==> src/rtl/dmem_lat.sv <==
// rtl/dmem_lat.sv - RV32I data memory with configurable latency, handshake and stall
// One outstanding access; stores commit and loads sample on the edge entering DONE.
module dmem_lat #(
  parameter int DEPTH     = 64,
  parameter int LATENCY   = 1,
  parameter     INIT_FILE = ""
) (
  input  logic        clk,
  input  logic        reset,
  input  logic        req_valid,
  output logic        req_ready,
  input  logic        req_we,
  input  logic [2:0]  req_funct3,
  input  logic [31:0] req_addr,
  input  logic [31:0] req_wdata,
  output logic        resp_valid,
  output logic [31:0] resp_rdata,
  output logic        resp_err,
  output logic        stall
);

  localparam int AW = $clog2(DEPTH);

  typedef enum logic [1:0] {IDLE, BUSY, DONE} state_t;

  logic [31:0] mem [DEPTH];

  initial begin
    for (int i = 0; i < DEPTH; i++) mem[i] = '0;
  end

  state_t      state;
  logic [3:0]  cnt;
  logic        cap_we;
  logic [2:0]  cap_f3;
  logic [31:0] cap_addr;
  logic [31:0] cap_wdata;

  // With LATENCY=1 the commit edge is the accept edge, so the live request is used.
  logic        c_we;
  logic [2:0]  c_f3;
  logic [31:0] c_addr;
  logic [31:0] c_wdata;

  always_comb begin
    c_we    = cap_we;
    c_f3    = cap_f3;
    c_addr  = cap_addr;
    c_wdata = cap_wdata;
    if (state == IDLE) begin
      c_we    = req_we;
      c_f3    = req_funct3;
      c_addr  = req_addr;
      c_wdata = req_wdata;
    end
  end

  logic          enter_done;
  logic          err;
  logic [AW-1:0] idx;
  logic [31:0]   rd_word;
  logic [31:0]   lane;
  logic [31:0]   ld_data;
  logic [31:0]   wdata_sh;
  logic [3:0]    be;

  assign enter_done = (state == IDLE && req_valid && LATENCY == 1) ||
                      (state == BUSY && cnt == 4'd0);
  assign idx      = c_addr[AW+1:2];
  assign rd_word  = mem[idx];
  assign lane     = rd_word >> {c_addr[1:0], 3'b000};
  assign wdata_sh = c_wdata << {c_addr[1:0], 3'b000};

  always_comb begin
    err = 1'b0;
    if (c_f3 == 3'd3 || c_f3 == 3'd6 || c_f3 == 3'd7) err = 1'b1;
    if (c_f3[2] && c_we) err = 1'b1;
    if (c_f3[1:0] == 2'd1 && c_addr[0]) err = 1'b1;
    if (c_f3[1:0] == 2'd2 && c_addr[1:0] != 2'd0) err = 1'b1;
    if ({2'b00, c_addr[31:2]} >= 32'(DEPTH)) err = 1'b1;
  end

  always_comb begin
    be = 4'b0000;
    case (c_f3[1:0])
      2'd0:    be = 4'b0001 << c_addr[1:0];
      2'd1:    be = 4'b0011 << {c_addr[1], 1'b0};
      2'd2:    be = 4'b1111;
      default: be = 4'b0000;
    endcase
  end

  always_comb begin
    ld_data = '0;
    case (c_f3)
      3'd0:    ld_data = {{24{lane[7]}}, lane[7:0]};
      3'd1:    ld_data = {{16{lane[15]}}, lane[15:0]};
      3'd2:    ld_data = rd_word;
      3'd4:    ld_data = {24'd0, lane[7:0]};
      3'd5:    ld_data = {16'd0, lane[15:0]};
      default: ld_data = '0;
    endcase
    if (c_we || err) ld_data = '0;
  end

  assign stall = (state == BUSY) || (state == IDLE && req_valid);

  // Memory shares the reset-guarded block so a reset edge can never commit a store.
  always_ff @(posedge clk or negedge reset) begin
    if (!reset) begin
      state      <= IDLE;
      cnt        <= 4'd0;
      req_ready  <= 1'b1;
      resp_valid <= 1'b0;
      resp_rdata <= '0;
      resp_err   <= 1'b0;
      cap_we     <= 1'b0;
      cap_f3     <= 3'd0;
      cap_addr   <= '0;
      cap_wdata  <= '0;
    end else begin
      resp_valid <= 1'b0;
      case (state)
        IDLE: begin
          if (req_valid) begin
            cap_we    <= req_we;
            cap_f3    <= req_funct3;
            cap_addr  <= req_addr;
            cap_wdata <= req_wdata;
            req_ready <= 1'b0;
            if (LATENCY == 1) begin
              state      <= DONE;
              resp_valid <= 1'b1;
            end else begin
              state <= BUSY;
              cnt   <= 4'(LATENCY - 2);
            end
          end
        end
        BUSY: begin
          if (cnt == 4'd0) begin
            state      <= DONE;
            resp_valid <= 1'b1;
          end else begin
            cnt <= cnt - 4'd1;
          end
        end
        DONE: begin
          state     <= IDLE;
          req_ready <= 1'b1;
        end
        default: begin
          state     <= IDLE;
          req_ready <= 1'b1;
        end
      endcase
      if (enter_done) begin
        resp_rdata <= ld_data;
        resp_err   <= err;
        if (c_we && !err) begin
          for (int b = 0; b < 4; b++)
            if (be[b]) mem[idx][8*b +: 8] <= wdata_sh[8*b +: 8];
        end
      end
    end
  end

endmodule

==> config.mk <==
export PLATFORM = sky130hd
export DESIGN_NAME = dmem_lat
export DESIGN_NICKNAME = d
export VERILOG_FILES = /design/src/rtl/dmem_lat.sv
export SDC_FILE = /design/constraint.sdc
export NUM_CORES = 2
export LEC_CHECK = 0
export CAP_MARGIN = 20
export CORE_MARGIN = 8
export CORE_UTILIZATION = 41
export DETAILED_ROUTE_END_ITERATION = 10
export GPL_ROUTABILITY_DRIVEN = 1
export PLACE_DENSITY = 0.67
export SLEW_MARGIN = 20
export SYNTH_ARGS = -nofsm -noshare
export SYNTH_HDL_FRONTEND = slang
export SYNTH_SLANG_ARGS = --single-unit
==> constraint.sdc <==
create_clock -name clk -period 6.8 [get_ports clk]
set_clock_uncertainty 0.15 [all_clocks]
set_input_delay 1.02 -clock clk [delete_from_list [all_inputs] [get_ports clk]]
set_output_delay 1.02 -clock clk [all_outputs]
set_load 0.01 [all_outputs]
; ---- Word level (Yosys, flattened, before mapping)
; Memory sizes are Yosys's and may differ from the RTL's.
; Cells that the tools add are included.
[word_totals]
ramBits = 2048
output_inout_bits = 36
in_bits = 71
register_bits = 109
n_memories = 1
word_cells = 92
[mem_list]
columns = memory, depth, word_bits, read_ports, rd_ports_with_merged_regs, wr, line_no
row1 = mem, 64, 32, 1, 0, 1, 26  ; logic [31:0] mem [DEPTH];
[classes]
shifts = 4
addsub = 1
bitwise_logic = 2
order_cmp = 1
n_eq_ne = 12
mux = 36
reduce_logical = 25
[op_table]
columns = op, n
row1 = one-hot mux 32 bit (5 select lines), 1
row2 = two-way mux 32 bit, 3
row3 = << shifter 32 x 5 -> 32 bit, 1
row4 = right shift 32 x 5 -> 16 bit, 1
row5 = ">= comparator 30 x 7 -> 1 bit, second input constant", 1
row6 = two-way mux 1 bit, 25
row7 = "== test 3 bit, second input constant", 4
row8 = one-hot mux 4 bit (3 select lines), 1
row9 = logical AND 1 bit, 10
row10 = AND reduction 2 bit, 4
row11 = "== test 3 x 2 -> 1 bit, second input constant", 2
row12 = logical OR 1 bit, 5
row13 = "== test 2 x 1 -> 1 bit, second input constant", 2
row14 = zero test 2 bit, 2
row15 = zero test 4 bit, 1
row16 = two-way mux 2 bit, 2
row17 = "!= test 2 bit, second input constant", 2
row18 = one-hot mux 1 bit (2 select lines), 2
row19 = one-hot mux 2 bit (2 select lines), 1
row20 = "<< shifter 1 x 2 -> 4 bit, first input constant", 1
row21 = "<< shifter 2 x 2 -> 4 bit, first input constant", 1
row22 = "subtractor 4 x 1 -> 4 bit, second input constant", 1
row23 = "== test 3 x 1 -> 1 bit, second input constant", 1
row24 = zero test 3 bit, 1
row25 = 5 further kinds, 6

; ---- Logic depth before layout (Yosys ltp)
[logic_depth]
ltp_word = 16
depth_mapped = 17
mapped_depth_nobuf = 10

; ---- Least setup slack after synthesis
; No wires, ideal clock.
[synth_timing]
path_kind = input to register
from = input port req_addr[0]
to = memory mem[0][10] (data pin)
cell_stages = 4
t_required_ns = 5.929
n_path_buf = 2
setup_ns = 0.721
arrival_ns = 4.391
setup_slack_ns = 1.538
path_cell_list = clkbuf_1 clkbuf_1 a211oi_1 a211oi_1
[synth_between]
elab_chain_cells = 2
[synth_rtl]
columns = item, line_no
row1 = from (decl), 14  ; input logic [31:0] req_addr,
row2 = two-way mux 32 bit, 50  ; if (state == IDLE) begin
row3 = << shifter 32 x 5 -> 32 bit, 72  ; assign wdata_sh = c_wdata << {c_addr[1:0], 3'b000};
row4 = net wdata_sh[10], 64  ; logic [31:0] wdata_sh;
row5 = to (decl), 26
; The timed path passes the listed nets, and every way through them passes these cells.

; ---- Worst setup path in the final report
[layout_timing]
from = register state[1]
to = register resp_rdata[30]
[layout_between]
elab_chain_cells = 12
word_cells_on_any_way = 35
cone_classes = order compare: 1 / eq/ne: 10 / shift: 1 / mux: 10 / reduce/logical: 12 / memory: 1
[layout_rtl]
columns = item, line_no
row1 = from (decl), 32  ; state_t state;
row2 = from (signal assigned), 111  ; state <= IDLE;
row3 = from (signal assigned), 132  ; state <= DONE;
row4 = from (signal assigned), 135  ; state <= BUSY;
row5 = branches (longest 12 deep; another with memory (64 x 32 bit)), -
row6 = to (signal assigned), 158  ; resp_rdata <= ld_data;
row7 = to (decl), 17  ; output logic [31:0] resp_rdata,
; Parallel ways; which one is timed is not known.
; A chain may end at the register's enable or synchronous reset.

==> flow_summary.json <==
{
  "cellPowerDensity_nw_per_um2": 304,
  "floorplan.initialDensity_pct": 41.3,
  "grt_pass1_wl_um": 362000,
  "synth.yosys.warnings": 0,
  "io_buffer_count": 106,
  "max_cap_violations": 0,
  "final_cells": 8300,
  "ys.flop_type": "sky130_fd_sc_hd__edfxtp_1",
  "power.leakage_nw": 30.2,
  "timing.hold.worst.class": "flop to flop",
  "floorplan.core_area_um2": 200000,
  "worst_hold_startpoint": "cap_wdata[24]$_DFFE_PN0P_",
  "worstReg2RegStart": "state[1]$_DFFE_PN0P_",
  "worst_ir_drop_on_vdd_mv": 0.294,
  "mostFrequentLayoutCell": "sky130_fd_sc_hd__edfxtp_1",
  "outcome": "completed",
  "clock_insertion_delay_worst_skew_ps": 850,
  "synth-edff-count": 2048,
  "synth_area_um2": 82500,
  "postCtsResizedCells": 0,
  "drive_gt1_share_pct": 16.5,
  "drc_errors": 0,
  "place_congestion": 0.902,
  "wire_per_inst_um": 30.4,
  "synth_fp_nets": 5286,
  "layout.cell_area.non_filler_um2": 94400,
  "cts-root-to-sink-buffers": 3,
  "critPathRequiredTime_ps": 7390,
  "grt.total_usage_pct": 22.5,
  "max_slew.worst_pin.slew_ps": 1160,
  "grt_max_degree": 78,
  "cts_hold_buffers": 1,
  "startpoint_type_of_the_worst_setup_path": "flop",
  "worstSetupPathType": "flop to flop",
  "cts.clk_slew.worst_paths_ps": 60,
  "path_cells": "or3_1, o22a_4, buf_4, o22ai_1, nor4_1, o22ai_1, or4_1, a22oi_2, a32oi_4, o211ai_1",
  "grt_overflow_total": 0,
  "syn_area_per_cell_um2": 15.8,
  "largest_area_contributor_in_the_synthesized_netlist": "sky130_fd_sc_hd__edfxtp_1",
  "share_of_the_synthesized_area_in_the_top_cell_type_pct": 74.6,
  "postCtsSetupRepairBufs": 0,
  "cts-buffers-inserted": 199,
  "dr_total_vias": 52407,
  "cell_internal_pwr_mw": 21.5,
  "tritoncts": "yes",
  "combinationalPowerShare_pct": 10.7,
  "final.setup.tns_ps": 0,
  "min_delay_worst_endpoint": "cap_wdata[24]$_DFFE_PN0P_",
  "design.die.area_um2": 216000,
  "sequentialPowerShare_pct": 51.8,
  "clkPwrFrac_pct": 37.6,
  "timing.final.setup_violations": 0,
  "finalCritPeriodShare_pct": 80.7,
  "critical_path.endpoint_type": "flop",
  "worstHoldPathCells": 2,
  "area.growth.synth_to_final_pct": 14.5,
  "setup_repair_after_global_routing_missed_its_margin": "false",
  "layout.core_utilization_pct": 47.2,
  "critical_path_arrival_ps": 6080,
  "critPathMaxStageDelay_ps": 820,
  "fraction_of_the_yosys_area_taken_by_sequential_cells_pct": 77.0,
  "postPlaceCellArea_um2": 88000,
  "crit-reg2reg-capture": "resp_rdata[30]$_DFFE_PN0P_",
  "synth_cell_type_count": 90,
  "worstPathBufferInverterCount": 1,
  "grt_pass1_vias": 50755,
  "clockRootBuffer": "sky130_fd_sc_hd__clkbuf_16",
  "post-route-min-period_ps": 5490,
  "most-common-layout-cells": "sky130_fd_sc_hd__edfxtp_1 (2048), sky130_fd_sc_hd__o22ai_1 (725), sky130_fd_sc_hd__nand2_1 (445)",
  "postSynthRegisterBits": 2128,
  "post_synth_main_area_contributors": "sky130_fd_sc_hd__edfxtp_1 (75%), sky130_fd_sc_hd__o22ai_1 (5.6%), sky130_fd_sc_hd__dfrtp_1 (2.4%)",
  "drv_slew": 0,
  "place.detailed.instances": 7927,
  "routed_wl_um": 252000,
  "max_freq_mhz": 182,
  "worst-path-stages": 10,
  "antenna_violations_before_repair": 12,
  "hpwl_um": 155000,
  "die_w_um": 464,
  "ctsHtreeMaxLevel": 4,
  "fin_nets": 5548,
  "timing.final.hold_violations": 0,
  "crit_top_cell": "sky130_fd_sc_hd__o22ai_1",
  "fin_worst_setup_slack_ps": 1310,
  "drtIter0Drc": 7341,
  "path_max_fanout": 49,
  "clock_sinks": 2128,
  "total_switching_power_mw": 7.24,
  "fp.dieH_um": 464,
  "switching_share_pct": 25.2,
  "ios": 107,
  "dp_worst_setup_slack_ps": 609,
  "postSynth.asyncResetShare_pct": 3.76,
  "reg2reg_path_depth": 10,
  "syn_inst": 5215,
  "reg2reg_setup_slack_ps": 1310,
  "firstDrtPassIters": 6,
  "rows": 164,
  "drt-vias-per-instance": 6.31,
  "antenna_left": 0,
  "critical_path.top_delay_family": "compound AO/OA/AOI/OAI gates",
  "cp_max_stage_cell": "sky130_fd_sc_hd__dfrtp_4",
  "timing.slew.headroom_pct": 22.7
}
[cell usage after synthesis (18+ instances only)]
master and number:
sky130_fd_sc_hd__edfxtp_1 2048, sky130_fd_sc_hd__o22ai_1 733, sky130_fd_sc_hd__nand2_1 456, sky130_fd_sc_hd__nor3_1 187, sky130_fd_sc_hd__a21oi_1 174, sky130_fd_sc_hd__buf_2 163
sky130_fd_sc_hd__nor2_1 145, sky130_fd_sc_hd__nor3_2 122, sky130_fd_sc_hd__clkbuf_1 102, sky130_fd_sc_hd__mux2i_1 86, sky130_fd_sc_hd__nor4_1 80, sky130_fd_sc_hd__dfrtp_1 79
sky130_fd_sc_hd__nand3_1 79, sky130_fd_sc_hd__o21ai_0 61, sky130_fd_sc_hd__mux2_2 56, sky130_fd_sc_hd__o41ai_1 56, sky130_fd_sc_hd__buf_1 51, sky130_fd_sc_hd__a31oi_1 50
sky130_fd_sc_hd__buf_4 49, sky130_fd_sc_hd__buf_6 39, sky130_fd_sc_hd__or4_1 34, sky130_fd_sc_hd__o221ai_1 32, sky130_fd_sc_hd__o22a_1 25, sky130_fd_sc_hd__a211oi_1 24
sky130_fd_sc_hd__inv_1 23, sky130_fd_sc_hd__o31ai_1 19, sky130_fd_sc_hd__a32oi_1 18
[how the worst max path moves through the flow]
stage	from	endpoint	slack, ps
6_report	state[1]$_DFFE_PN0P_	resp_rdata[30]$_DFFE_PN0P_	1310
5_1_grt	state[1]$_DFFE_PN0P_	resp_rdata[2]$_DFFE_PN0P_	1210
4_1_cts	state[1]$_DFFE_PN0P_	resp_rdata[0]$_DFFE_PN0P_	1380
3_5_place_dp	req_addr[4]	resp_rdata[0]$_DFFE_PN0P_	610
3_3_place_gp	req_addr[4]	resp_rdata[0]$_DFFE_PN0P_	660
2_1_floorplan	req_addr[0]	mem[0][10]$_DFFE_PP_	1540
[registers in the layout (all words and copies together), names as in the netlist]
signal and flops:
mem 2048, cap_wdata 32, resp_rdata 32, cap_addr 8, cap_f3 3, cap_we 1, req_ready 1, resp_err 1
resp_valid 1, state 1
[per-stage QoR]
stage	hold WS [ps]	total power, mW
after detailed placement	317	18.1
final	335	28.7
after global placement	308	18.0
after CTS	331	28.7
after global routing	348	29.4
after floorplan	295	16.7
[worst reg2reg max path: stages (launching register included)]
cell and delay [ps]:
sky130_fd_sc_hd__dfrtp_4 820, sky130_fd_sc_hd__or3_1 680, sky130_fd_sc_hd__o22a_4 800, sky130_fd_sc_hd__buf_4 440, sky130_fd_sc_hd__o22ai_1 110, sky130_fd_sc_hd__nor4_1 390, sky130_fd_sc_hd__o22ai_1 180, sky130_fd_sc_hd__or4_1 800
sky130_fd_sc_hd__a22oi_2 450, sky130_fd_sc_hd__a32oi_4 350, sky130_fd_sc_hd__o211ai_1 220
[power by group through the flow]
stage	clock network (mW)	logic, mW	registers (mW)
after detailed placement	0	2.96	15.1
final	10.8	3.06	14.9
after global placement	0	2.90	15.1
after global routing	11.3	3.15	14.9
after floorplan	0	1.53	15.1
after CTS	10.8	2.97	14.9
[routing by layer]
layer	vias up	share of wire (%)	global-route usage, %
met3	599	12	5.39
met4	6	5.0	9.63
met5	-	0.017	0
met2	3511	46	35.0
met1	26651	37	30.3
li1	21640	-	-
[cell type report]
class | instances | area, um2
fill | 16764 | 105000
sequential | 2128 | 63500
multi-input combinational | 2659 | 17100
clock buffer | 253 | 5270
timing repair buffer | 465 | 4100
tap | 2656 | 3320
clock inverter | 109 | 950
inverter | 24 | 95.1
antenna | 6 | 15.0
[cell families (layout without fill, tap and decap cells)]
family / Yosys count / in the layout / synth area share [%]
AO/OA/AOI/OAI: 1312 / 1312 / 10.5
buffers and inverters: 428 / 851 / 2.77
flip-flops: 2128 / 2128 / 77.0
multiplexers: 154 / 154 / 2.11
other: 0 / 6 / 0
AND/OR/NAND/NOR: 1193 / 1193 / 7.59
(Power assumes the default switching activity.)
